[src/rtl/rpi_out_pkg.sv]
// -----------------------------------------------------------------------------
// rpi_out_pkg
//   Shared types and constants for the FPGA->RPi outbound entry arbiter.
//   - arb_state_t : arbiter FSM states (idle / address word / data word)
//   - TAG_ADDR / TAG_DATA : bit 8 of each 9-bit ring word
//   - RING_SLACK  : a grant needs at least this many free-or-reserved slots,
//                   i.e. two words for the pair plus the permanently empty slot
// -----------------------------------------------------------------------------
package rpi_out_pkg;

  typedef enum logic [1:0] {
    ST_IDLE = 2'd0,
    ST_ADDR = 2'd1,
    ST_DATA = 2'd2
  } arb_state_t;

  localparam logic TAG_ADDR   = 1'b1;
  localparam logic TAG_DATA   = 1'b0;
  localparam int   RING_SLACK = 3;

endpackage

[src/rtl/rr_pick.sv]
// -----------------------------------------------------------------------------
// rr_pick
//   Combinational round-robin selector. Scans the request mask starting at
//   last+1 and wrapping, so the previous winner has the lowest priority.
// Ports
//   req    in   NREQ    request mask
//   last   in   IDX_W   index of the previous winner
//   grant  out  NREQ    one-hot winner (all zero when no request)
//   idx    out  IDX_W   binary index of the winner
//   any    out  1       at least one request present
// -----------------------------------------------------------------------------
module rr_pick
  import rpi_out_pkg::*;
#(
  parameter int NREQ  = 4,
  parameter int IDX_W = (NREQ > 1) ? $clog2(NREQ) : 1
) (
  input  logic [NREQ-1:0]  req,
  input  logic [IDX_W-1:0] last,
  output logic [NREQ-1:0]  grant,
  output logic [IDX_W-1:0] idx,
  output logic             any
);

  // cand_idx[k] is the requester examined at priority position k (0 = highest).
  logic [IDX_W-1:0] cand_idx [NREQ];

  for (genvar gi = 0; gi < NREQ; gi++) begin : g_cand
    localparam int OFS = gi + 1;
    assign cand_idx[gi] = IDX_W'((int'(last) + OFS) % NREQ);
  end

  // Walk from lowest to highest priority so the highest-priority hit is the
  // last assignment and wins.
  always_comb begin
    grant = '0;
    idx   = '0;
    any   = 1'b0;
    for (int k = NREQ - 1; k >= 0; k--) begin
      if (req[cand_idx[k]]) begin
        grant = NREQ'(1) << cand_idx[k];
        idx   = cand_idx[k];
        any   = 1'b1;
      end
    end
  end

endmodule

[src/rtl/rpi_out_arbiter.sv]
// -----------------------------------------------------------------------------
// rpi_out_arbiter
//   Shares the outbound FPGA->RPi entry ring among the ISA-port emulators
//   (IDE, GUS, OPL3, SB). Each granted event is written as an atomic pair:
//   {1,addr} then {0,data}. Also drives the transmit-pending flag.
// Optional build macro: RPI_OUT_ARB_STATS_EN adds stat_stall / stat_last.
// Ports
//   clk           in   1        system clock
//   rst_n         in   1        asynchronous active-low reset
//   req_valid     in   NREQ     event pending, held until req_ack
//   req_addr      in   NREQ*8   port low byte, slice i = [8i+7:8i]
//   req_data      in   NREQ*8   data byte, slice i = [8i+7:8i]
//   req_ack       out  NREQ     one-cycle pulse: event captured
//   o_rd_address  in   PTR_W    RPi read pointer (already in clk domain)
//   o_wr_address  out  PTR_W    ring write pointer
//   o_data        out  9        ring write word
//   o_wren        out  1        ring write strobe
//   tx_req        out  1        registered: write pointer != read pointer
//   stat_stall    out  16       (stats build) saturating stalled-IDLE count
//   stat_last     out  3        (stats build) index of most recent grant
// -----------------------------------------------------------------------------
module rpi_out_arbiter
  import rpi_out_pkg::*;
#(
  parameter int NREQ  = 4,
  parameter int PTR_W = 12
) (
  input  logic                clk,
  input  logic                rst_n,
  input  logic [NREQ-1:0]     req_valid,
  input  logic [NREQ*8-1:0]   req_addr,
  input  logic [NREQ*8-1:0]   req_data,
  output logic [NREQ-1:0]     req_ack,
  input  logic [PTR_W-1:0]    o_rd_address,
  output logic [PTR_W-1:0]    o_wr_address,
  output logic [8:0]          o_data,
  output logic                o_wren,
  output logic                tx_req
`ifdef RPI_OUT_ARB_STATS_EN
  ,
  output logic [15:0]         stat_stall,
  output logic [2:0]          stat_last
`endif
);

  localparam int IDX_W = (NREQ > 1) ? $clog2(NREQ) : 1;

  // Largest fill level that still leaves room for a full pair plus the
  // always-empty slot: 2**PTR_W - RING_SLACK.
  localparam logic [PTR_W-1:0] USED_MAX = {PTR_W{1'b1}} - PTR_W'(RING_SLACK - 1);

  arb_state_t       state_reg, state_next;
  logic [PTR_W-1:0] wr_ptr_reg, wr_ptr_next;
  logic [7:0]       lat_addr_reg, lat_data_reg;
  logic [NREQ-1:0]  grant_oh_reg;
  logic [IDX_W-1:0] last_grant_reg;
  logic             tx_req_reg;

  logic [PTR_W-1:0] used;
  logic             space_ok;
  logic             take;

  logic [NREQ-1:0]  pick_grant;
  logic [IDX_W-1:0] pick_idx;
  logic             pick_any;

  logic [7:0]       addr_arr [NREQ];
  logic [7:0]       data_arr [NREQ];

  for (genvar gi = 0; gi < NREQ; gi++) begin : g_unpack
    assign addr_arr[gi] = req_addr[8*gi +: 8];
    assign data_arr[gi] = req_data[8*gi +: 8];
  end

  // Modular distance; the read pointer can only ever free space, so checking
  // once in IDLE is enough for both words of the pair.
  assign used     = wr_ptr_reg - o_rd_address;
  assign space_ok = (used <= USED_MAX);

  rr_pick #(
    .NREQ  (NREQ),
    .IDX_W (IDX_W)
  ) u_rr_pick (
    .req   (req_valid),
    .last  (last_grant_reg),
    .grant (pick_grant),
    .idx   (pick_idx),
    .any   (pick_any)
  );

  always_comb begin
    state_next  = state_reg;
    wr_ptr_next = wr_ptr_reg;
    o_wren      = 1'b0;
    o_data      = '0;
    req_ack     = '0;
    take        = 1'b0;
    case (state_reg)
      ST_IDLE: begin
        if (pick_any && space_ok) begin
          take       = 1'b1;
          state_next = ST_ADDR;
        end
      end
      ST_ADDR: begin
        o_wren      = 1'b1;
        o_data      = {TAG_ADDR, lat_addr_reg};
        req_ack     = grant_oh_reg;
        wr_ptr_next = wr_ptr_reg + 1'b1;
        state_next  = ST_DATA;
      end
      ST_DATA: begin
        o_wren      = 1'b1;
        o_data      = {TAG_DATA, lat_data_reg};
        wr_ptr_next = wr_ptr_reg + 1'b1;
        state_next  = ST_IDLE;
      end
      default: state_next = ST_IDLE;
    endcase
  end

  always_ff @(posedge clk or negedge rst_n) begin
    if (!rst_n) begin
      state_reg      <= ST_IDLE;
      wr_ptr_reg     <= '0;
      lat_addr_reg   <= '0;
      lat_data_reg   <= '0;
      grant_oh_reg   <= '0;
      last_grant_reg <= IDX_W'(NREQ - 1);
      tx_req_reg     <= 1'b0;
    end else begin
      state_reg  <= state_next;
      wr_ptr_reg <= wr_ptr_next;
      // Compare against the post-write pointer so tx_req tracks this cycle's write.
      tx_req_reg <= (wr_ptr_next != o_rd_address);
      if (take) begin
        lat_addr_reg   <= addr_arr[pick_idx];
        lat_data_reg   <= data_arr[pick_idx];
        grant_oh_reg   <= pick_grant;
        last_grant_reg <= pick_idx;
      end
    end
  end

  assign o_wr_address = wr_ptr_reg;
  assign tx_req       = tx_req_reg;

`ifdef RPI_OUT_ARB_STATS_EN
  logic [15:0] stall_cnt_reg;
  logic [2:0]  stat_last_reg;

  always_ff @(posedge clk or negedge rst_n) begin
    if (!rst_n) begin
      stall_cnt_reg <= '0;
      stat_last_reg <= '0;
    end else begin
      if ((state_reg == ST_IDLE) && (|req_valid) && !space_ok &&
          (stall_cnt_reg != 16'hFFFF)) begin
        stall_cnt_reg <= stall_cnt_reg + 16'd1;
      end
      if (take) begin
        stat_last_reg <= 3'(pick_idx);
      end
    end
  end

  assign stat_stall = stall_cnt_reg;
  assign stat_last  = stat_last_reg;
`else
  // Statistics counters are not built in this configuration.
`endif

endmodule

[config.mk]
export PLATFORM = sky130hd
export DESIGN_NAME = rpi_out_arbiter
export DESIGN_NICKNAME = d
export VERILOG_FILES = /design/src/rtl/rpi_out_pkg.sv /design/src/rtl/rr_pick.sv /design/src/rtl/rpi_out_arbiter.sv
export SDC_FILE = /design/constraint.sdc
export NUM_CORES = 1
export LEC_CHECK = 0
export CAP_MARGIN = 15
export CORE_UTILIZATION = 35
export DETAILED_ROUTE_END_ITERATION = 6
export GPL_TIMING_DRIVEN = 0
export SLEW_MARGIN = 20
export SYNTH_ARGS = -nofsm -noshare
export SYNTH_HDL_FRONTEND = slang
export SYNTH_SLANG_ARGS = --single-unit
[constraint.sdc]
create_clock -name clk -period 4.2 [get_ports clk]
set_clock_uncertainty 0.05 [all_clocks]
set_input_delay 0.84 -clock clk [delete_from_list [all_inputs] [get_ports clk]]
set_output_delay 0.84 -clock clk [all_outputs]
set_load 0.005 [all_outputs]
# Yosys cells after proc, flatten, opt, wreduce, memory -nomap -nowiden
# Cells that the tools add are included.
[totals]
reg_bits = 37
output_inout_bits = 27
wordCells = 65
[classes]
addsub = 6
n_lt_le_gt_ge = 6
eq_ne = 4
shifts = 4
mux = 34
bitwise = 1
n_reduce_logical = 3
[ops]
columns = ["op", "n"]
rows = [
  ["$bmux W8 S2", 2],
  ["$mux W8", 4],
  ["$mux W4", 5],
  ["$pmux W9 S2", 1],
  ["$shl A1 B2 Y4 const A", 4],
  ["$add A12 B1 Y12 const B", 1],
  ["$le A12 B12 Y1 const B", 1],
  ["$lt A2 B3 Y1 const B", 4],
  ["$mux W12", 1],
  ["$ne A12 B12 Y1", 1],
  ["$sub A12 B12 Y12", 1],
  ["$mux W1", 11],
  ["$mux W2", 5],
  ["$bmux W1 S2", 4],
  ["$add A2 B1 Y2 const B", 2],
  ["$add A2 B2 Y2 const B", 2],
  ["$pmux W2 S2", 1],
  ["$ge A3 B3 Y1 const B", 1],
  ["$not A2 Y3", 1],
  ["$eq A2 B1 Y1 const B", 1],
  ["$eq A2 B2 Y1 const B", 1],
  ["$logic_not A2 Y1", 1],
  ["$ne A2 B2 Y1 const B", 1],
  ["$reduce_or A2 Y1", 1],
  ["$logic_and A1 B1 Y1", 1],
]

# Longest topological paths before layout
[logic_depth]
word_depth = 11
depth_mapped = 12
mapped_depth_nobuf = 10

# Hierarchy
# From an unflattened synthesis, not the netlist that was laid out.
[hier_totals]
cells_unflattened = 332
area_unflattened_um2 = 3457.1
[by_module_without_submodules]
columns = ["module", "n_inst", "cells_each", "area_per_inst_um2", "seq_area_each_um2"]
rows = [
  ["rpi_out_arbiter", 1, 262, 2946.6, 928.4],
  ["rr_pick", 1, 70, 510.5, 0.0],
]

# Least setup slack after synthesis
# No wires, ideal clock.
[synth_path]
path_type = "in2reg"
from = "in o_rd_address[0]"
to = "reg grant_oh_reg[0]"
setup_ns = 0.125
arrival_ns = 3.088
required_time_ns = 4.025
path_slack_ns = 0.937
cell_stages = 10
n_path_buf = 1
cell_sequence = "ha_1 fa_1 xor2_1 a2111oi_2 nand4_1 nor4_2 nand4_1 o211a_4 buf_12 mux2_4"
[synth_via]
elab_chain_cells = 5
[synth_lines]
columns = ["element", "line", "text"]
rows = [
  ["from (decl)", "rpi_out_arbiter.sv:34", "input logic [PTR_W-1:0] o_rd_address,"],
  ["$sub A12 B12 Y12", "rpi_out_arbiter.sv:77", "assign used = wr_ptr_reg - o_rd_address;"],
  ["$le A12 B12 Y1", "rpi_out_arbiter.sv:78", "assign space_ok = (used <= USED_MAX);"],
  ["$logic_and A1 B1 Y1", "rpi_out_arbiter.sv:100", "if (pick_any && space_ok) begin"],
  ["$mux W1", "rpi_out_arbiter.sv:100", ""],
  ["$mux W1", "rpi_out_arbiter.sv:98", "case (state_reg)"],
  ["to (signal assigned)", "rpi_out_arbiter.sv:139", "grant_oh_reg <= pick_grant;"],
  ["to (decl)", "rpi_out_arbiter.sv:55", "logic [NREQ-1:0] grant_oh_reg;"],
]
# Every way passes these cells.
# A chain may end at the register's enable or synchronous reset.

# Worst setup path after layout
[layout_path]
from = "in o_rd_address[6]"
to = "reg lat_addr_reg[0]"
[layout_via]
elab_chain_cells = 5
[layout_lines]
columns = ["element", "line", "text"]
rows = [
  ["$sub A12 B12 Y12", "rpi_out_arbiter.sv:77", ""],
  ["$le A12 B12 Y1", "rpi_out_arbiter.sv:78", ""],
  ["$logic_and A1 B1 Y1", "rpi_out_arbiter.sv:100", ""],
  ["$mux W1", "rpi_out_arbiter.sv:100", ""],
  ["$mux W1", "rpi_out_arbiter.sv:98", ""],
  ["to (signal assigned)", "rpi_out_arbiter.sv:137", "lat_addr_reg <= addr_arr[pick_idx];"],
  ["to (decl)", "rpi_out_arbiter.sv:54", "logic [7:0] lat_addr_reg, lat_data_reg;"],
]
# Every way passes these cells.

==> run summary <==
The flow ran to the end, and the final reports show no timing, DRC or antenna violations. The area growth from synthesis to layout is 37.4%. The layout has 927 filler cells. For this block, the routed nets add up to 9.31 mm of wire.

By area, the combinational part of the netlist is dominated by multiplexers. The core outline area is 9860 sq um. The timing-limited maximum frequency is 258 MHz. The die covers 10,700 sq um. After synthesis, the mean cell area works out to 9.99 sq um.

For the worst-skew pair, the clock arrives at the later sink with an insertion delay of 290 ps. In this run, the number of DRC markers left after iteration 0 of detailed routing was 114. The leakage power total is 2.13 nW. Among all flip-flop cells after synthesis, the most frequent one is sky130_fd_sc_hd__dfrtp_1. The number of flip-flops under the largest register name is 12. The number of sinks driven by the clock tree came out at 37. The endpoint of the lowest-slack register-to-register path is lat_addr_reg[1].

The share of synthesized cell area in full adder, half adder and majority cells came out at 0.0752. The placed cell area is 4860 sq um. The min-delay analysis places its worst path in the category in2async. The fraction of the yosys area taken by sequential cells came out at 0.258.

The proportion of netlist area held by the largest area contributor came out at 0.244. The total track usage is 0.180. The multiplexer fraction of the synthesized cell area came out at 0.255. The internal reg-to-reg setup slack is 590 ps.

The via count of the first global-routing pass is 3,158. The clock passes through at most 2 buffers. The worst pin sits at a relative slew slack of 0.589. The worst endpoint required time came out at 4330 ps. The initialized floorplan defines 36 standard-cell rows. For this run, design rule violations remaining after detail routing come to 0.

The depth of the most critical reg-to-reg path came out at 10. The multi-input logic area is 2440 sq um. The net count of the finished layout is 579. The cell sitting at the root of the clock tree is a sky130_fd_sc_hd__clkbuf_8.

The final critical delay including setup and external delays came out at 3880 ps. The overflow left after global routing came out at 0. Tracing the worst setup path back leads to its startpoint at o_rd_address[6]. The die is 103 um tall. The routed length per placed instance came out at 15.3 um. The worst setup path is launched from an input pin. The clock transition time at the flip-flop clock pins of the worst setup and hold paths is 80 ps. Dividing the detail-routed via count by the number of cells gives 5.25. The number of hold buffers added after CTS was 0. Along the worst path, the maximum fanout reaches 10. The total setup violations reported at the end of the flow is 0. The number of buffers inserted by post-CTS setup repair is 0. The diode insertion count for antenna repair is 0. The initial antenna violation count is 0.

The sequential cell area came out at 928 sq um. The number of register bits inferred by synthesis came out at 37. The number of buffers created by CTS came out at 5. The share of layout cells above drive strength 1 is 0.115. The compound-cell area share of the yosys netlist came to 0.158. Entering global routing, the biggest net connects 27 pins. The post-synth net total is 463. Dividing the final minimum period by the clock period gives 0.924. Summing every instance area after synthesis gives 3600 sq um.

The critical path ends at lat_addr_reg[0]. sky130_fd_sc_hd__dfrtp_1 takes more of the synthesized area than any other cell. The cell with the most instances after synthesis is sky130_fd_sc_hd__mux2i_1. The maximum VDD drop is 0.000385 V. The synthesized instance count came out at 360. The met2 routing resource usage after global routing came out at 0.316.

The number of primary I/O pins came out at 109. The post-cts gate resize count came out at 0. After global routing, the most crowded layer is met2. TritonCTS built the clock tree.

The count of buffers inserted at the top-level ports came out at 108. The first global-routing pass estimated 15.0 mm of wire. Prior to clock tree synthesis, the placed netlist has a worst setup slack of 76.8 ps.

In this run the critical register-to-register path is launched from last_grant_reg[0]. In the post-synthesis netlist, the biggest area contributors are sky130_fd_sc_hd__dfrtp_1 24%, sky130_fd_sc_hd__mux2i_1 14%, sky130_fd_sc_hd__mux2_4 8.4%. The die width came out at 103 um. The type of the worst setup path is in2reg. The final design area excluding fillers is 4940 sq um. The number of nets with antenna violations after detailed routing is 0. Detailed placement ended at an HPWL of 7.57 mm. For the pin with the worst max-slew slack, the measured transition is 601 ps. The tool flagged a number of max-cap violations equal to 0. The parity-gate share of the synthesized area counting xor and xnor cells came out at 0.0585.

The initial standard-cell utilization of the core came out at 0.365. The distinct cell type count after synthesis came out at 63. The power density normalized to cell area came out at 671 nW/um^2. The share of flip-flops with an asynchronous set or reset after synthesis is 1.00. Of the total synthesized cell area, the portion taken by AND, OR, NAND and NOR gates is 0.132. The endpoint kind of the worst setup timing path is a flip-flop. Counting instances in the post-synthesis netlist gives the leading cell types as 50 x sky130_fd_sc_hd__mux2i_1, 35 x sky130_fd_sc_hd__dfrtp_1, 24 x sky130_fd_sc_hd__inv_1. The number of vias after detailed routing came out at 3,200. The endpoint arrival time on the critical path came out at 4010 ps. The number of enable-type register cells in the synthesized netlist came out at 0. The number of warnings issued by yosys is 0. The accumulated negative setup slack is 0 ps.

The met3 layer usage reported by global route is 0.0444. The routing usage on met1 came out at 0.223. The first TritonRoute pass finished after 4 iterations.

After layout, the worst setup slack is 319 ps. The H-tree level count came out at 2. The congestion estimate from routability-driven global placement came to 0.898. Setup repair after global routing left no endpoint under its margin. The number of hold-slack violations in the final timing report came out at 0. The fraction of the core area covered by cells at the end of the flow came out at 0.501. The number of max-slew violations in the final report came out at 0.
==> worst min-delay path by stage <==
stage,startpoint,to,slack [ps],depth (start not counted)
floorplan,grant_oh_reg[0],grant_oh_reg[0],420,1
global placement,lat_addr_reg[2],lat_addr_reg[2],450,1
detailed placement,grant_oh_reg[1],grant_oh_reg[1],440,1
CTS,rst_n,grant_oh_reg[2],390,1
global route,rst_n,grant_oh_reg[1],400,1
finish,rst_n,grant_oh_reg[2],380,1
==> per-stage QoR <==
step	hold WS (ps)	power, W	instances
finish	385	0.00331	610
global route	403	0.00357	610
CTS	390	0.00335	610
detailed placement	443	0.00309	602
global placement	449	0.00305	601
floorplan	423	0.00255	360
==> power by group <==
group,internal [W],switching (W),total (W)
Sequential,0.000525,0.000134,0.000659
Clock,0.000118,0.000131,0.000249
Combinational,0.00133,0.00108,0.00241
Total,0.00197,0.00134,0.00331
==> cell usage in the layout (no fill, tap or decap), types with 4 or more instances in the layout <==
| cell type | count |
|---|---|
| sky130_fd_sc_hd__clkdlybuf4s50_1 | 107 |
| sky130_fd_sc_hd__mux2i_1 | 50 |
| sky130_fd_sc_hd__dfrtp_1 | 35 |
| sky130_fd_sc_hd__inv_1 | 24 |
| sky130_fd_sc_hd__nor2_1 | 21 |
| sky130_fd_sc_hd__mux2_4 | 20 |
| sky130_fd_sc_hd__ha_1 | 20 |
| sky130_fd_sc_hd__xnor2_1 | 18 |
| sky130_fd_sc_hd__a22oi_1 | 14 |
| sky130_fd_sc_hd__nor2b_1 | 13 |
| sky130_fd_sc_hd__nand2_1 | 13 |
| sky130_fd_sc_hd__clkbuf_1 | 9 |
| sky130_fd_sc_hd__nand4_1 | 9 |
| sky130_fd_sc_hd__a21oi_1 | 9 |
| sky130_fd_sc_hd__o21ai_0 | 8 |
| sky130_fd_sc_hd__xor2_1 | 6 |
| sky130_fd_sc_hd__nor3_1 | 5 |
| sky130_fd_sc_hd__and2_1 | 5 |
| sky130_fd_sc_hd__a221o_1 | 5 |
| sky130_fd_sc_hd__clkbuf_8 | 5 |
| sky130_fd_sc_hd__buf_6 | 4 |
| sky130_fd_sc_hd__nand3_1 | 4 |
| sky130_fd_sc_hd__a211oi_1 | 4 |
| sky130_fd_sc_hd__nand2b_1 | 4 |
| sky130_fd_sc_hd__a21o_1 | 4 |
==> metal layers <==
| layer | share of wire | vias to the layer above | routed length, um |
|---|---|---|---|
| li1 | - | 1562 | - |
| met1 | 0.43 | 1518 | 4030 |
| met2 | 0.49 | 112 | 4550 |
| met3 | 0.065 | 8 | 608 |
| met4 | 0.012 | 0 | 112 |
| met5 | 0 | - | 0 |
==> critical path: stages <==
cell and delay, ps:
sky130_fd_sc_hd__clkdlybuf4s50_1 510, sky130_fd_sc_hd__inv_1 60, sky130_fd_sc_hd__ha_1 270, sky130_fd_sc_hd__buf_2 170, sky130_fd_sc_hd__a21oi_1 330, sky130_fd_sc_hd__a2bb2oi_1 360, sky130_fd_sc_hd__a21boi_0 140, sky130_fd_sc_hd__a311oi_1 550
sky130_fd_sc_hd__o211a_4 310, sky130_fd_sc_hd__buf_12 160, sky130_fd_sc_hd__mux2_4 300
==> cell type report <==
class | instances | area share
flip-flops and latches | 37 | 0.188
repair buffers | 109 | 0.222
plain buffers | 17 | 0.0276
multi-input cells | 282 | 0.494
well taps | 133 | 0.0337
clock inverters | 1 | 0.00152
inverters | 24 | 0.0182
clock buffers | 7 | 0.0154
==> cell families (layout without fill, tap and decap cells) <==
kind of cell               count (synthesis)  in the layout
xor gates and xnor gates                  24             24
DFF                                       37             37
buffers and inverters                     41            158
and+or+nand+nor                           88             88
AOI/OAI and AO/OA                         73             73
adders and majority gates                 21             21
muxes                                     76             76
Power figures use the tool's default switching activity.
